--- src/rtl/mem_access_unit.sv ---
// Two-channel memory access unit: arbitrates fetch vs load/store onto one handshaked
// memory port, aligns address/byte lanes, extends load data and flags misalignment/timeout.
module mem_access_unit #(
    parameter int DATA_WIDTH = 32,
    parameter int ADDR_WIDTH = 32,
    parameter int MAX_WAIT   = 15
) (
    input  logic                    clk,
    input  logic                    reset,
    input  logic                    if_req,
    input  logic [ADDR_WIDTH-1:0]   if_addr,
    output logic                    if_ready,
    output logic                    if_valid,
    output logic [DATA_WIDTH-1:0]   if_rdata,
    output logic                    if_error,
    input  logic                    ls_req,
    input  logic                    ls_store,
    input  logic                    ls_unsigned,
    input  logic [1:0]              ls_length,
    input  logic [ADDR_WIDTH-1:0]   ls_addr,
    input  logic [DATA_WIDTH-1:0]   ls_wdata,
    output logic                    ls_ready,
    output logic                    ls_valid,
    output logic [DATA_WIDTH-1:0]   ls_rdata,
    output logic                    ls_error,
    output logic                    mem_req,
    output logic                    mem_we,
    output logic [ADDR_WIDTH-1:0]   mem_addr,
    output logic [DATA_WIDTH/8-1:0] mem_byteEn,
    output logic [DATA_WIDTH-1:0]   mem_wdata,
    input  logic                    mem_ack,
    input  logic [DATA_WIDTH-1:0]   mem_rdata
);

    localparam int BE_WIDTH  = DATA_WIDTH / 8;
    localparam int OFF_WIDTH = $clog2(BE_WIDTH);
    localparam logic [7:0] WAIT_LAST = 8'(MAX_WAIT - 1);

    typedef enum logic [2:0] {
        IDLE    = 3'd0,
        IF_BUSY = 3'd1,
        LS_BUSY = 3'd2,
        RSP     = 3'd3,
        ERR_RSP = 3'd4
    } state_t;

    state_t                  state_r;
    logic [7:0]              waitCnt_r;
    logic [1:0]              lsLen_r;
    logic                    lsUns_r;
    logic                    lsStore_r;
    logic [OFF_WIDTH-1:0]    off_r;
    logic                    ifValid_r, ifError_r, lsValid_r, lsError_r;
    logic [DATA_WIDTH-1:0]   ifRdata_r, lsRdata_r;
    logic                    memReq_r, memWe_r;
    logic [ADDR_WIDTH-1:0]   memAddr_r;
    logic [BE_WIDTH-1:0]     memByteEn_r;
    logic [DATA_WIDTH-1:0]   memWdata_r;

    logic [OFF_WIDTH-1:0]    lsOff_s;
    logic [OFF_WIDTH-1:0]    ifOff_s;
    logic                    lsMisaligned_s;
    logic                    ifMisaligned_s;

    function automatic logic isMisaligned(input logic [OFF_WIDTH-1:0] off, input logic [1:0] len);
        logic bad;
        case (len)
            2'd0:    bad = 1'b0;
            2'd1:    bad = off[0];
            default: bad = (off != '0);
        endcase
        return bad;
    endfunction

    function automatic logic [BE_WIDTH-1:0] laneEnables(input logic [OFF_WIDTH-1:0] off, input logic [1:0] len);
        logic [BE_WIDTH-1:0] be;
        case (len)
            2'd0:    be = BE_WIDTH'(1'b1) << off;
            2'd1:    be = BE_WIDTH'(2'b11) << off;
            default: be = '1;
        endcase
        return be;
    endfunction

    // Shift the addressed lane(s) down, then fill the upper bits with zero or the sign bit.
    function automatic logic [DATA_WIDTH-1:0] extendLoad(input logic [DATA_WIDTH-1:0] word,
                                                         input logic [OFF_WIDTH-1:0]  off,
                                                         input logic [1:0]            len,
                                                         input logic                  uns);
        logic [DATA_WIDTH-1:0] sh;
        logic [DATA_WIDTH-1:0] mask;
        logic                  sign;
        sh = word >> {off, 3'b000};
        case (len)
            2'd0: begin
                mask = DATA_WIDTH'(8'hFF);
                sign = sh[7];
            end
            2'd1: begin
                mask = DATA_WIDTH'(16'hFFFF);
                sign = sh[15];
            end
            default: begin
                mask = '1;
                sign = 1'b0;
            end
        endcase
        return (sh & mask) | ((sign & ~uns) ? ~mask : '0);
    endfunction

    assign lsOff_s        = ls_addr[OFF_WIDTH-1:0];
    assign ifOff_s        = if_addr[OFF_WIDTH-1:0];
    assign lsMisaligned_s = isMisaligned(lsOff_s, ls_length);
    assign ifMisaligned_s = (ifOff_s != '0);

    assign if_ready   = (state_r == IDLE) && !reset;
    assign ls_ready   = (state_r == IDLE) && !reset;
    assign if_valid   = ifValid_r;
    assign if_rdata   = ifRdata_r;
    assign if_error   = ifError_r;
    assign ls_valid   = lsValid_r;
    assign ls_rdata   = lsRdata_r;
    assign ls_error   = lsError_r;
    assign mem_req    = memReq_r;
    assign mem_we     = memWe_r;
    assign mem_addr   = memAddr_r;
    assign mem_byteEn = memByteEn_r;
    assign mem_wdata  = memWdata_r;

    // Control FSM with all port-facing outputs registered.
    always_ff @(posedge clk) begin
        if (reset) begin
            state_r     <= IDLE;
            waitCnt_r   <= 8'd0;
            lsLen_r     <= 2'd0;
            lsUns_r     <= 1'b0;
            lsStore_r   <= 1'b0;
            off_r       <= '0;
            ifValid_r   <= 1'b0;
            ifError_r   <= 1'b0;
            ifRdata_r   <= '0;
            lsValid_r   <= 1'b0;
            lsError_r   <= 1'b0;
            lsRdata_r   <= '0;
            memReq_r    <= 1'b0;
            memWe_r     <= 1'b0;
            memAddr_r   <= '0;
            memByteEn_r <= '0;
            memWdata_r  <= '0;
        end else begin
            ifValid_r <= 1'b0;
            lsValid_r <= 1'b0;
            case (state_r)
                IDLE: begin
                    if (ls_req) begin
                        lsLen_r   <= ls_length;
                        lsUns_r   <= ls_unsigned;
                        lsStore_r <= ls_store;
                        off_r     <= lsOff_s;
                        if (lsMisaligned_s) begin
                            state_r   <= ERR_RSP;
                            lsValid_r <= 1'b1;
                            lsError_r <= 1'b1;
                            lsRdata_r <= '0;
                        end else begin
                            state_r     <= LS_BUSY;
                            memReq_r    <= 1'b1;
                            memWe_r     <= ls_store;
                            memAddr_r   <= {ls_addr[ADDR_WIDTH-1:OFF_WIDTH], {OFF_WIDTH{1'b0}}};
                            memByteEn_r <= laneEnables(lsOff_s, ls_length);
                            memWdata_r  <= ls_wdata << {lsOff_s, 3'b000};
                        end
                    end else if (if_req) begin
                        if (ifMisaligned_s) begin
                            state_r   <= ERR_RSP;
                            ifValid_r <= 1'b1;
                            ifError_r <= 1'b1;
                            ifRdata_r <= '0;
                        end else begin
                            state_r     <= IF_BUSY;
                            memReq_r    <= 1'b1;
                            memWe_r     <= 1'b0;
                            memAddr_r   <= {if_addr[ADDR_WIDTH-1:OFF_WIDTH], {OFF_WIDTH{1'b0}}};
                            memByteEn_r <= '1;
                            memWdata_r  <= '0;
                        end
                    end else begin
                        state_r <= IDLE;
                    end
                end
                IF_BUSY, LS_BUSY: begin
                    if (mem_ack || (waitCnt_r == WAIT_LAST)) begin
                        state_r     <= RSP;
                        waitCnt_r   <= 8'd0;
                        memReq_r    <= 1'b0;
                        memWe_r     <= 1'b0;
                        memAddr_r   <= '0;
                        memByteEn_r <= '0;
                        memWdata_r  <= '0;
                        // Timeout is the only way here without an ack.
                        if (state_r == LS_BUSY) begin
                            lsValid_r <= 1'b1;
                            lsError_r <= !mem_ack;
                            lsRdata_r <= (!mem_ack || lsStore_r) ? '0
                                         : extendLoad(mem_rdata, off_r, lsLen_r, lsUns_r);
                        end else begin
                            ifValid_r <= 1'b1;
                            ifError_r <= !mem_ack;
                            ifRdata_r <= mem_ack ? mem_rdata : '0;
                        end
                    end else begin
                        waitCnt_r <= waitCnt_r + 8'd1;
                    end
                end
                RSP, ERR_RSP: begin
                    state_r   <= IDLE;
                    ifError_r <= 1'b0;
                    ifRdata_r <= '0;
                    lsError_r <= 1'b0;
                    lsRdata_r <= '0;
                end
                default: begin
                    state_r <= IDLE;
                end
            endcase
        end
    end

endmodule

--- config.mk ---
export PLATFORM = sky130hd
export DESIGN_NAME = mem_access_unit
export DESIGN_NICKNAME = d
export VERILOG_FILES = /design/src/rtl/mem_access_unit.sv
export SDC_FILE = /design/constraint.sdc
export NUM_CORES = 1
export LEC_CHECK = 0
export ABC_AREA = 1
export CAP_MARGIN = 5
export CELL_PAD_IN_SITES_DETAIL_PLACEMENT = 1
export CELL_PAD_IN_SITES_GLOBAL_PLACEMENT = 2
export CORE_AREA = 3 3 153 155
export CTS_CLUSTER_DIAMETER = 30
export DETAILED_ROUTE_END_ITERATION = 16
export DIE_AREA = 0 0 156 158
export DONT_BUFFER_PORTS = 1
export GPL_TIMING_DRIVEN = 0
export MAX_ROUTING_LAYER = met4
export PLACE_DENSITY_LB_ADDON = 0.25
export SLEW_MARGIN = 10
export SYNTH_ARGS = -nofsm -noshare
export SYNTH_HDL_FRONTEND = slang
export SYNTH_SLANG_ARGS = --single-unit
--- constraint.sdc ---
create_clock -name clk -period 3 [get_ports clk]
set_clock_uncertainty 0.15 [all_clocks]
set_input_delay 0.45 -clock clk [delete_from_list [all_inputs] [get_ports clk]]
set_output_delay 0.45 -clock clk [all_outputs]
set_load 0.02 [all_outputs]
# --- After elaboration in Yosys (flattened, before gate mapping) ---
# Cells that the tools add are included.
word_totals:
  ram_bits: 0
  rom_bits: 0
  n_memories: 0
  latchBits: 0
  inputBits: 137
  out_inout_bits: 140
  wordCells: 146
  register_bits: 155
op_classes:
  n_bitwise: 5
  order_cmp: 0
  mul: 0
  eq_ne: 18
  addsub: 1
  n_reduce_logical: 18
  div: 0
  shift: 4
  n_mux: 83
op_table:
  columns: ["op", "n"]
  rows:
  - ["32-bit two-way mux", 25]
  - ["32-bit one-hot mux with 2 select lines", 3]
  - ["32-bit one-hot mux with 3 select lines", 2]
  - ["32-bit bitwise AND", 1]
  - ["32-bit inverter", 1]
  - ["32-bit OR", 1]
  - ["32-bit by 5-bit << shifter with 32-bit output", 1]
  - ["32-bit by 5-bit right shift with 32-bit output", 1]
  - ["1-bit two-way mux", 31]
  - ["4-bit two-way mux", 5]
  - ["2-bit != test (second input constant)", 8]
  - ["4-bit one-hot mux with 2 select lines", 2]
  - ["3-bit two-way mux", 5]
  - ["1-bit one-hot mux with 2 select lines", 6]
  - ["5-bit AND reduction", 2]
  - ["3-bit != test (second input constant)", 3]
  - ["8-bit by 1-bit adder with 8-bit output (second input constant)", 1]
  - ["8-bit by 4-bit equality test with 1-bit output (second input constant)", 1]
  - ["8-bit two-way mux", 1]
  - ["3-bit by 2-bit equality test with 1-bit output (second input constant)", 2]
  - ["1-bit one-hot mux with 3 select lines", 2]
  - ["3-bit one-hot mux with 2 select lines", 1]
  - ["6-bit AND reduction", 1]
  - ["2-bit nonzero test", 3]
  - ["15 further kinds", 20]

# --- Longest topological paths before layout ---
logic_depth:
  depth_word: 13
  ltp_mapped: 12
  mapped_depth_nobuf: 10

# --- Worst setup path after synthesis ---
# No wires, ideal clock.
synth_path:
  path_kind: "in2out"
  start: "in reset"
  end: "out ls_ready"
  cell_stages: 4
  required_time_ps: 2400
  arrival_time_ps: 1336
  slack_ps: 1064
  path_buffers: 3
  path_cell_list: "clkbuf_1 -> clkbuf_1 -> nor2_1 -> buf_4"
synth_between:
  elab_chain_len: 2
synth_rtl:
  columns: ["element", "line_no", "rtl"]
  rows:
  - ["start, declared", "9", "input logic reset,"]
  - ["1-bit zero test", null, null]
  - ["1-bit logical AND", null, null]
  - ["end, declared", "22", "output logic ls_ready,"]
# Every way passes these cells.

# --- Worst setup path in the final report ---
# Same ends and word-level chain as after synthesis.

==> results.ini <==
[routing]
drtIter0Drc=366
ant_nets=0
drt_pass1_iterations=5
wirelength_um=30860
vias=8019
vias_per_cell=5.350
drc=0
drt-wirelength-per-cell_um=20.59

[yosys]
synth_area_leaders=dfxtp_1 (39%), nand2_1 (13%), a21oi_1 (7.9%)
synth.most_common_cell=nand2_1
synth_edf_count=0
ys_seq_area_frac=0.3856
ys_warn_count=0
synthArstFlopShare=0
synth_fa_ha_area_frac=0.003151
synthMuxAreaShare=0
synth_xor_area_frac=0.005514
synth_top_area_frac=0.3856
synth-main-ff-cell=dfxtp_1
synth_seq_cells=153
synth_top_area_cell=dfxtp_1
syn_area_per_cell_um2=6.697
syn_area_um2=7943
synth_compound_area_frac=0.1804
synth_cells=1186
synth_top_family_by_area=simple AND/OR/NAND/NOR gates
synth_cell_types=38
synth_common_cells=nand2_1 (273), nor2_1 (158), dfxtp_1 (153)
synth-simple-area-share=0.3284

[sta]
fmax_mhz=397.3
finalSetupTns_ns=0
worst_slack_ns=0.4832
worst_slew_margin_rel=0.4960
drv_slew=0
worst_pin_slew_ns=0.7560
grt_setup_unrepaired=no
period_share=0.8389
min_period_ns=2.517
finalSetupViolCount=0
hold_viol_final=0

[power_and_ir_drop]
seqPwrFrac=0.392
swShare=0.4529
ir_drop_mv=0.4025
leakagePower_nw=3.552
p_int_mw=4.662
clockPowerShare=0.266
power.switching_mw=3.860
powerDensity_nw_per_um2=957.6
power_frac_comb=0.342

[cells_and_area]
syn_to_final_growth_pct=12.04
drive_gt1_frac=0.09680
antenna_cells=0
num-fill-cells=2865
final_nets=1345
multiInputGateArea_um2=4118
seq_area_um2=3063

[clock_network]
clockBufferDepth=2
clk_pin_slew_ns=0.06
insertion_delay_ns=0.43
htree_levels=4
cts_hold_buf=0
tritoncts=built
cts-root-buf=clkbuf_16
clock_sinks=153
cts_setup_buffers=0
cts_made_buffers=17
cts_resized=0

[floorplanning]
rows=54
die_w_um=156
io_pins=277
die-area_um2=24650
coreArea_um2=21960
dieHeight_um=158
start_util=0.3617

[placed_design]
place_congestion=0.9371
port_buffers=0
pre_cts_ws_ns=0.4470
hpwlAfterDp_um=24260

[critical_path]
crit_chain=clkbuf_1, clkbuf_1, nor2_1, buf_4
critPathKind=in -> out
cp_max_fo=10
max_stage_delay_ns=0.62
cp.required_ns=2.40
cp_slowest_cell=clkbuf_1
cp-end-kind=primary output
crit_arrival_ns=1.92
start_kind=input port
cp_common_cell=clkbuf_1

[global_routing]
grt_antenna_before_repair=0
grt_pass1_vias=8087
grt-ovfl-total=0
grt_pass1_wl_um=46580
grt_use_total=0.2505
grt_max_degree=17

[hold_path]
hp-class=in -> reg

[status]
status=finished clean

[flow_run]
maxCapViolations=0

-- cell type report --
cell class	instances	area share
Buffer	96	0.05470
Clock buffer	19	0.04978
Clock inverter	13	0.01786
Inverter	73	0.03136
Multi-Input combinational cell	865	0.4627
Sequential cell	153	0.3442
Tap cell	280	0.03937
-- kinds of logic after synthesis --
family | count (synthesis)
and+or+nand+nor | 587
AOI/OAI and AO/OA | 269
xor gates and xnor gates | 5
DFF | 153
buffers and inverters | 169
other | 1
adders and majority gates | 2
-- layer usage --
| metal | vias to the layer above | wire length, um | GRT usage |
|---|---|---|---|
| met5 | - | 0 | - |
| met4 | 0 | 553 | 0.06812 |
| met3 | 41 | 2548 | 0.07682 |
| met2 | 270 | 14950 | 0.4144 |
| met1 | 3733 | 12800 | 0.2963 |
| li1 | 3975 | - | - |
-- sequential cells by signal, indices dropped and copies added (netlist names), 2 cells and up --
name,flops
if_rdata,32
ls_rdata,32
mem_wdata,32
mem_addr,30
waitCnt_r,8
mem_byteEn,4
state_r,3
lsLen_r,2
off_r,2
-- power by group through the flow --
| stage | Clock, mW | Combinational, mW | Sequential (mW) |
|---|---|---|---|
| finish | 2.27 | 2.91 | 3.34 |
| CTS | 2.31 | 2.94 | 3.35 |
| floorplan | 0 | 2.15 | 3.26 |
| global placement | 0 | 2.88 | 3.39 |
| global route | 2.41 | 3.27 | 3.40 |
| detailed placement | 0 | 2.93 | 3.40 |
-- critical path: cells and delay by family --
| kind | cells | cell delay [ns] |
|---|---|---|
| simple gates | 1 | 0.33 |
| buf+inv | 3 | 1.13 |
-- stage by stage --
step	area, um^2	hold WS [ns]	power [mW]	utilization	std cells
floorplan	7946	0.2798	5.412	-	1187
global placement	8297	0.2969	6.270	0.3778	1467
detailed placement	8297	0.3026	6.324	0.3778	1467
CTS	8899	0.06436	8.600	0.4052	1499
global route	8899	0.05926	9.075	0.4052	1499
finish	8899	0.07950	8.521	0.4052	1499
-- worst paths after layout --
path         cells past startpoint   startpoint  slack [ns]             to
min                              2  ls_unsigned        0.08        lsUns_r
max                              4        reset        0.48       ls_ready
min reg2reg                      2      lsUns_r        0.31        lsUns_r
max reg2reg                      7   state_r[0]        0.80  mem_wdata[15]
-- layout by cell type, fill, tap and decap left out, types with 3 or more instances in the layout --
cell type,count
dfxtp_1,153
nand3_2,3
a21oi_1,125
a31oi_1,4
nand2_1,273
nor2_1,158
nand4_1,69
o21ai_0,107
nand2_2,15
a221oi_1,3
inv_2,6
inv_1,64
buf_6,7
clkbuf_16,17
clkbuf_1,51
nor2_2,3
buf_2,20
inv_8,3
o22ai_1,10
xor2_1,3
buf_1,8
a21oi_2,10
clkinvlp_4,4
buf_4,10
nand3_1,54
o211ai_1,7
nor2_4,5
inv_6,3
Power figures use the tool's default switching activity.
